$ cat config.mk
export PLATFORM = sky130hd
export DESIGN_NAME = cic_decimator_flat
export DESIGN_NICKNAME = d
export VERILOG_FILES = /design/src/rtl/cic_decimator_if.sv /design/src/rtl/cic_decimator.sv /design/src/flat_wrapper.sv
export SDC_FILE = /design/constraint.sdc
export NUM_CORES = 1
export LEC_CHECK = 0
export BUFFER_PORTS_ARGS = -buffer_cell sky130_fd_sc_hd__buf_2
export CORE_ASPECT_RATIO = 1.75
export CORE_MARGIN = 1
export CORE_UTILIZATION = 56
export DETAILED_ROUTE_END_ITERATION = 16
export PLACE_DENSITY_LB_ADDON = 0.2
export RECOVER_POWER = 25
export SYNTH_ARGS = -nofsm -noshare
export SYNTH_HDL_FRONTEND = slang
export SYNTH_SLANG_ARGS = --single-unit
$ cat constraint.sdc
create_clock -name clk -period 7.8 [get_ports clk]
set_input_delay 0.78 -clock clk [delete_from_list [all_inputs] [get_ports clk]]
set_output_delay 0.78 -clock clk [all_outputs]
set_load 0.005 [all_outputs]
$ cat src/rtl/cic_decimator_if.sv
// Sample/result bus of the CIC decimator: bitstream in, decimated words out.
interface cic_decimator_if #(
    parameter int NUMBITS = 25,
    parameter int SEL_W   = 4
);
    logic               in;
    logic               in_valid;
    logic [SEL_W-1:0]   dec_log2;
    logic [NUMBITS-1:0] out;
    logic               out_valid;
    logic [SEL_W-1:0]   dec_active;

    modport master (output in, in_valid, dec_log2, input out, out_valid, dec_active);
    modport slave  (input in, in_valid, dec_log2, output out, out_valid, dec_active);
endinterface

$ cat src/rtl/cic_decimator.sv
// Nth-order CIC decimator for a 1-bit sigma-delta stream, run-time ratio 2**dec_log2.
// Optional CIC_BIPOLAR_EN: code in=0 as -1 instead of 0.
module cic_decimator #(
    parameter int ORDER        = 3,
    parameter int MAX_DEC_LOG2 = 8,
    parameter int MIN_DEC_LOG2 = 2,
    parameter int NUMBITS      = ORDER*MAX_DEC_LOG2+1,
    parameter int SEL_W        = $clog2(MAX_DEC_LOG2+1)
) (
    input logic             clk,
    input logic             reset,
    cic_decimator_if.slave  bus
);
    localparam int STAGES = 1;
    localparam int WCNT_W = $clog2(ORDER+1);
    localparam logic [MAX_DEC_LOG2-1:0] FRAME_ONES = '1;

    typedef enum logic {WARMUP, RUN} state_t;

    state_t                  state;
    logic [MAX_DEC_LOG2-1:0] frame_cnt;
    logic [MAX_DEC_LOG2-1:0] frame_last;
    logic [WCNT_W-1:0]       warm_cnt;
    logic [SEL_W-1:0]        dec_act;
    logic [SEL_W-1:0]        dec_req;
    logic [STAGES:0]         vld_pipe;
    logic                    eval_q;
    logic                    tick;
    logic                    chg;
    logic [NUMBITS-1:0]      x;
    logic [NUMBITS-1:0]      out_r;
    logic [NUMBITS-1:0]      comb_out;

    function automatic logic [SEL_W-1:0] clamp_sel(input logic [SEL_W-1:0] v);
        if (v < SEL_W'(MIN_DEC_LOG2)) return SEL_W'(MIN_DEC_LOG2);
        if (v > SEL_W'(MAX_DEC_LOG2)) return SEL_W'(MAX_DEC_LOG2);
        return v;
    endfunction

    assign dec_req    = clamp_sel(bus.dec_log2);
    assign frame_last = FRAME_ONES >> (SEL_W'(MAX_DEC_LOG2) - dec_act);
    assign tick       = bus.in_valid && (frame_cnt == frame_last);
    assign chg        = tick && (dec_req != dec_act);

`ifdef CIC_BIPOLAR_EN
    assign x = bus.in ? NUMBITS'(1) : '1;
`else
    assign x = bus.in ? NUMBITS'(1) : '0;
`endif

    // Integrators chain combinationally so every stage includes the current sample.
    for (genvar k = 0; k < ORDER; k++) begin : g_int
        logic [NUMBITS-1:0] acc;
        logic [NUMBITS-1:0] nxt;
        if (k == 0) begin : g_first
            assign nxt = acc + x;
        end else begin : g_next
            assign nxt = acc + g_int[k-1].nxt;
        end
        always_ff @(posedge clk) begin
            if (reset)             acc <= '0;
            else if (bus.in_valid) acc <= nxt;
        end
    end

    // Combs are evaluated the cycle after a tick, once the integrators hold sample D-1.
    for (genvar k = 0; k < ORDER; k++) begin : g_comb
        logic [NUMBITS-1:0] din;
        logic [NUMBITS-1:0] z;
        logic [NUMBITS-1:0] dout;
        if (k == 0) begin : g_first
            assign din = g_int[ORDER-1].acc;
        end else begin : g_next
            assign din = g_comb[k-1].dout;
        end
        assign dout = din - z;
        always_ff @(posedge clk) begin
            if (reset || chg) z <= '0;
            else if (eval_q)  z <= din;
        end
    end

    assign comb_out = g_comb[ORDER-1].dout;

    always_ff @(posedge clk) begin
        if (reset) begin
            state     <= WARMUP;
            warm_cnt  <= '0;
            frame_cnt <= '0;
            dec_act   <= dec_req;
            vld_pipe  <= '0;
            eval_q    <= 1'b0;
            out_r     <= '0;
        end else begin
            vld_pipe[STAGES:1] <= vld_pipe[STAGES-1:0];
            vld_pipe[0]        <= tick && !chg && (state == RUN);
            eval_q             <= tick && !chg;
            if (vld_pipe[0]) out_r <= comb_out;
            if (bus.in_valid) frame_cnt <= tick ? '0 : frame_cnt + 1'b1;
            // A ratio change drops this tick's result and restarts warm-up.
            if (chg) begin
                dec_act  <= dec_req;
                state    <= WARMUP;
                warm_cnt <= '0;
            end else if (tick && state == WARMUP) begin
                warm_cnt <= warm_cnt + 1'b1;
                if (warm_cnt == WCNT_W'(ORDER-1)) state <= RUN;
            end
        end
    end

    assign bus.out        = out_r;
    assign bus.out_valid  = vld_pipe[STAGES];
    assign bus.dec_active = dec_act;
endmodule

$ cat src/flat_wrapper.sv
// flat-port wrapper written by rule: the top's interface ports become plain ports
module cic_decimator_flat 
#(
    parameter int ORDER        = 3,
    parameter int MAX_DEC_LOG2 = 8,
    parameter int MIN_DEC_LOG2 = 2,
    parameter int NUMBITS      = ORDER*MAX_DEC_LOG2+1,
    parameter int SEL_W        = $clog2(MAX_DEC_LOG2+1)
)
  (clk, reset, bus_in, bus_in_valid, bus_dec_log2, bus_out, bus_out_valid, bus_dec_active);
  cic_decimator_if #(.NUMBITS(NUMBITS), .SEL_W(SEL_W)) bus_i ();
  input logic clk;
  input logic reset;
  input wire logic [$bits(bus_i.in)-1:0] bus_in;
  input wire logic [$bits(bus_i.in_valid)-1:0] bus_in_valid;
  input wire logic [$bits(bus_i.dec_log2)-1:0] bus_dec_log2;
  output wire logic [$bits(bus_i.out)-1:0] bus_out;
  output wire logic [$bits(bus_i.out_valid)-1:0] bus_out_valid;
  output wire logic [$bits(bus_i.dec_active)-1:0] bus_dec_active;
  assign bus_i.in = bus_in;
  assign bus_i.in_valid = bus_in_valid;
  assign bus_i.dec_log2 = bus_dec_log2;
  assign bus_out = bus_i.out;
  assign bus_out_valid = bus_i.out_valid;
  assign bus_dec_active = bus_i.dec_active;
  cic_decimator #(.ORDER(ORDER), .MAX_DEC_LOG2(MAX_DEC_LOG2), .MIN_DEC_LOG2(MIN_DEC_LOG2), .NUMBITS(NUMBITS), .SEL_W(SEL_W)) u_core (.clk(clk), .reset(reset), .bus(bus_i));
endmodule
== After elaboration in Yosys (flattened, before gate mapping) ==
Cells that the tools add are included.

* Bits in read-only memories: 0
* Register bits: 193
* Output and inout bits: 30
* Memories kept: 0
* Latch bits: 0
* Memory bits (writable): 0
* Word-level logic and storage cells: 50
* Input port bits: 8

* Multiplexer cells: 11
* Div/mod/pow operators: 0
* Magnitude comparators: 2
* $add $sub $neg: 9
* Reduce and logical (&&, ||, !) cells: 10
* Multipliers: 0
* Equality and inequality tests: 3
* Shift operators: 1
* Bitwise gates (word level): 1

{| class="wikitable"
|+ Operator list
! kind !! number
|-
| adder 25 bit || 3
|-
| subtractor 25 bit || 3
|-
| 2-to-1 mux 4 bit || 6
|-
| adder 8 x 1 -> 8 bit (second input constant) || 1
|-
| equality test 8 bit || 1
|-
| 2-to-1 mux 8 bit || 1
|-
| >> shifter 8 x 4 -> 8 bit (first input constant) || 1
|-
| logical AND 1 bit || 5
|-
| > comparator 4 bit (second input constant) || 1
|-
| less-than comparator 4 x 2 -> 1 bit (second input constant) || 1
|-
| 2-to-1 mux 1 bit || 4
|-
| inequality test 4 bit || 1
|-
| subtractor 4 bit (first input constant) || 1
|-
| adder 2 x 1 -> 2 bit (second input constant) || 1
|-
| equality test 2 bit (second input constant) || 1
|-
| AND reduction 2 bit || 1
|-
| nonzero test 2 bit || 1
|-
| OR reduction 2 bit || 1
|-
| logical NOT 1 bit || 1
|-
| logical OR 1 bit || 1
|-
| inverter 1 bit || 1
|}

== Depth between registers and ports, before layout ==
* Word-level depth: 10
* Gate-level depth with buffers: 30
* Gate-level depth less buffers: 30

== Least setup slack after synthesis ==
Ideal clock, no wire load.

* Path kind: reg-to-reg
* Start point: register u_core.g_int[2].acc[0], in the netlist u_core.g_comb[0].din[0]
* End point: register u_core.out_r[24], in the netlist u_core.bus.out[24]
* Stages on the path, launching flop included: 28
* Arrival: 5,712 ps
* Path slack: 2,003 ps
* Buffers on the path: 0
* Required time: 7,714 ps
* Library setup time: 86 ps
* Period minus slack after synthesis: 5,797 ps
* Cells stage by stage: dfxtp_1 > inv_1 > ha_1 > fa_1 > nand2b_1 > a21oi_1 > a2bb2oi_1 > xor2_1 > ha_1 > a21o_1 > a21o_1 > a2111oi_2 > nor3_1 > a2111oi_2 > nor2_1 > a31oi_1 > xnor2_1 > ha_1 > nand4_1 > inv_1 > a221o_1 > a31oi_1 > o21ai_1 > a211o_1 > a21oi_1 > xnor2_1 > xnor2_1 > a211oi_1

* Cells in the longest elaborated chain, start to end: 3

{| class="wikitable"
|+ Ends and longest elaborated chain
! element !! RTL line !! source
|-
| from (decl) || cic_decimator.sv:53 || <nowiki>logic [NUMBITS-1:0] acc;</nowiki>
|-
| from (signal assigned) || cic_decimator.sv:62 || <nowiki>else if (bus.in_valid) acc <= nxt;</nowiki>
|-
| subtractor 25 bit || cic_decimator.sv:76 || <nowiki>assign dout = din - z;</nowiki>
|-
| via u_core.g_comb[0].dout[8] || cic_decimator.sv:70 || <nowiki>logic [NUMBITS-1:0] dout;</nowiki>
|-
| subtractor 25 bit || cic_decimator.sv:76 ||
|-
| via u_core.g_comb[1].dout[17] || cic_decimator.sv:70 ||
|-
| subtractor 25 bit || cic_decimator.sv:76 ||
|-
| to (signal assigned) || cic_decimator.sv:98 || <nowiki>if (vld_pipe[0]) out_r <= comb_out;</nowiki>
|-
| to (decl) || cic_decimator.sv:31 || <nowiki>logic [NUMBITS-1:0] out_r;</nowiki>
|}

The timed path passes the listed nets, and every way through them passes these cells.
A chain may end at the register's enable or synchronous reset.

== Final worst setup path ==
Same ends and word-level chain as after synthesis.

==> out/metrics.cfg <==
[timing]
timing.final.ws_setup_ps=1089
setup-tns-final_ps=0
period_share=0.8604
drv_slew=115
setup_viol=0
fmax_mhz=149.0
hold_viol=0
timing.hold.ws_ps=467.9
worst_pin_slew_ps=3748
rsz0062_at_grt=no
fin_crit_ps=6711
relSlewSlack=-1.499
finClkSkew_ps=7.272

[floorplan]
die-area_um2=24380
pin_count=38
die_w_um=118.5
initial_core_util=0.5697
core_area_um2=23330
fp-row-count=74
die_y_um=205.8

[global_route]
grt_max_degree=84
grt_pass1_vias=10480
grt_pass1_wl_um=45530
gr-total-overflow=0
groute.usage.overall=0.2266
grt_antenna_before_repair=0

[power]
p_sw_mw=1.327
internal_power_mw=2.308
p_leak_nw=6.128
seqPwrFrac=0.280
finalPower_mw=3.635
ir_drop_v=0.0001735
pwr-share-clk=0.278
combPwrFrac=0.442
switching_share=0.3650
power_density_nw_per_um2=253.1

[placed_design]
post-place-ws_ps=1148
place_hpwl_um=19050
portBuffers=37
gp_congestion=0.8572
place_area_um2=13710
place_inst=1892

[worst_setup_path]
critPathArrivalTime_ps=7070
worst-r2r-setup-slack_ps=1090
worstSetupPathType=reg2reg
critPathRequiredTime_ps=8160
rr_startpoint=u_core.g_comb[0].din[0]
crit_path_end_kind=flip-flop
r2r_cells=27
start_kind=flip-flop
cp_max_fo=5
r2r-end=u_core.bus.out[24]

[routing]
wirelength_um=26410
drt_iter0_drc=427
drt-pass1-iter-count=5
drc=0
wl_per_cell_um=13.72
drtAntennaViolNets=0
vias_per_cell=5.618
num_vias=10810

[clocking]
cts.sinks=193
cts-root-buf=clkbuf_16
cts_resized=0
clk_path_buf_depth=2
cts_setup_buffers=0
cts_tree=done
clk_pin_slew_ps=70
ctsHoldBuffers=0
clk_latency_ps=460
cts_buffers=17
cts_max_level=4

[synthesis]
ys_seq_elements=193
synth-edff-count=4
yosys_warnings=0
synth_area_um2=13290
synth_cell_types=70
synth_flop_cell=dfxtp_1
synthCells=1599
synth_nets=1739
synth.largest_area_cell=dfxtp_1
yosysSeqAreaShare=0.2937
synthTopCellsByArea=dfxtp_1 (28%), ha_1 (12%), mux2i_1 (8.2%), nor2_1 (6.7%), xnor2_1 (5.5%)
syn_area_per_cell_um2=8.313
synth_top_area_share=0.2846
async_flop_share=0

[job]
cap_viol_max_count=2

[min_path]
min-delay-start=u_core.bus.out[17]
worstHoldEndpoint=u_core.bus.out[17]
hold_path.class=reg2reg
whs_path_depth=2

[status]
outcome=finished with violations
violations=capacitance limit, slew limit

[final_layout]
syn2layout_area_growth_pct=8.029
antenna_cells=0
nFillCells=2065
drive_gt1_frac=0.04383
fin_nets=1747
post-route-util=0.6155
stdcell_count=1924
fin_area_um2=14360

[routing by layer]
metal / vias up / global-route usage / part of all wire
li1: 5617 / - / -
met1: 5020 / 0.2297 / 0.41
met2: 118 / 0.4443 / 0.54
met3: 54 / 0.03381 / 0.019
met4: 0 / 0.1139 / 0.031
met5: - / 0 / 0
[power by group through the flow]
stage / registers, mW / clock network, mW / logic, mW
after detailed placement: 1.04 / 0 / 1.60
after floorplan: 1.04 / 0 / 1.31
after global routing: 1.02 / 1.06 / 1.81
after global placement: 1.04 / 0 / 1.56
final: 1.02 / 1.01 / 1.60
after CTS: 1.02 / 1.03 / 1.61
[synthesized netlist by cell type (27+ instances only)]
library cell / number
a21o_1: 48
nand3_1: 29
clkbuf_1: 39
mux2i_1: 109
nand2_1: 80
xnor2_1: 83
a21oi_1: 95
and3_1: 27
dfxtp_1: 189
nor2_1: 238
inv_1: 113
ha_1: 127
xor2_1: 72
[area by class of cell]
type / count / area [um2] / area share
flip-flops and latches: 193 / 3909 / 0.2722
clock inverters: 13 / 231.5 / 0.01612
clock buffers: 19 / 442.9 / 0.03084
repair buffers: 42 / 206.4 / 0.01438
well taps: 304 / 380.4 / 0.02649
inverters: 114 / 427.9 / 0.02980
multi-input cells: 1239 / 8762 / 0.6102
[sequential cells by signal (all words and copies together) (netlist names)]
register               count
u_core.g_comb.z           75
u_core.g_int.acc          50
u_core.bus.out            25
u_core.g_comb.din         25
u_core.frame_cnt           8
u_core.bus.dec_active      4
u_core.vld_pipe            2
u_core.warm_cnt            2
u_core.eval_q              1
u_core.state               1
[worst max-delay path by stage]
stage	startpoint	to	slack [ps]	depth (start not counted)
floorplan	u_core.g_comb[0].din[0]	u_core.bus.out[24]	2000	27
global placement	u_core.g_comb[0].din[0]	u_core.bus.out[24]	1320	27
detailed placement	u_core.g_comb[0].din[0]	u_core.bus.out[24]	1150	27
CTS	u_core.g_comb[0].din[0]	u_core.bus.out[24]	1060	27
global route	u_core.g_comb[0].din[0]	u_core.bus.out[24]	530	27
finish	u_core.g_comb[0].din[0]	u_core.bus.out[24]	1090	27
[kinds of logic (layout without fill, tap and decap cells)]
| logic type | count (synthesis) | after routing | share of synthesized area |
|---|---|---|---|
| muxes | 110 | 110 | 0.08293 |
| AOI/OAI and AO/OA | 331 | 331 | 0.1661 |
| DFF | 193 | 193 | 0.2937 |
| adders and majority gates | 132 | 132 | 0.1271 |
| and+or+nand+nor | 511 | 511 | 0.1804 |
| buffers and inverters | 167 | 188 | 0.04763 |
| xor gates and xnor gates | 155 | 155 | 0.1021 |
[cell usage in the layout, fill, tap and decap left out, drive strengths merged, types with 9 or more instances in the layout]
cell,instances
o21ai,46
nor2,238
a211o,9
and3,27
nand4,17
ha,127
o21a,17
and2,15
buf,29
nor3,21
a21oi,95
a21o,48
nor3b,11
clkbuf,32
nand2b,12
o21bai,12
nor2b,17
xnor2,83
nand2,80
a31oi,17
xor2,72
nand3,29
or3,13
a211oi,22
mux2i,109
inv,116
dfxtp,189
[worst max-delay path, cell delays in order, from the launching register on]
cell and delay [ps]:
dfxtp_1 370, inv_1 60, ha_1 200, fa_1 400, nand2b_1 180, a21oi_1 220
a2bb2oi_1 490, xor2_1 250, ha_1 340, a21o_1 210, a21o_1 210, a2111oi_2 380
nor3_1 140, a2111oi_2 430, nor2_1 130, a31oi_1 210, xnor2_1 180, ha_1 320
nand4_1 110, inv_1 60, a221o_1 300, a31oi_1 280, o21ai_1 180, a211o_1 320
a21oi_1 170, xnor2_1 160, xnor2_1 80, a211oi_1 230
(Power assumes the default switching activity.)
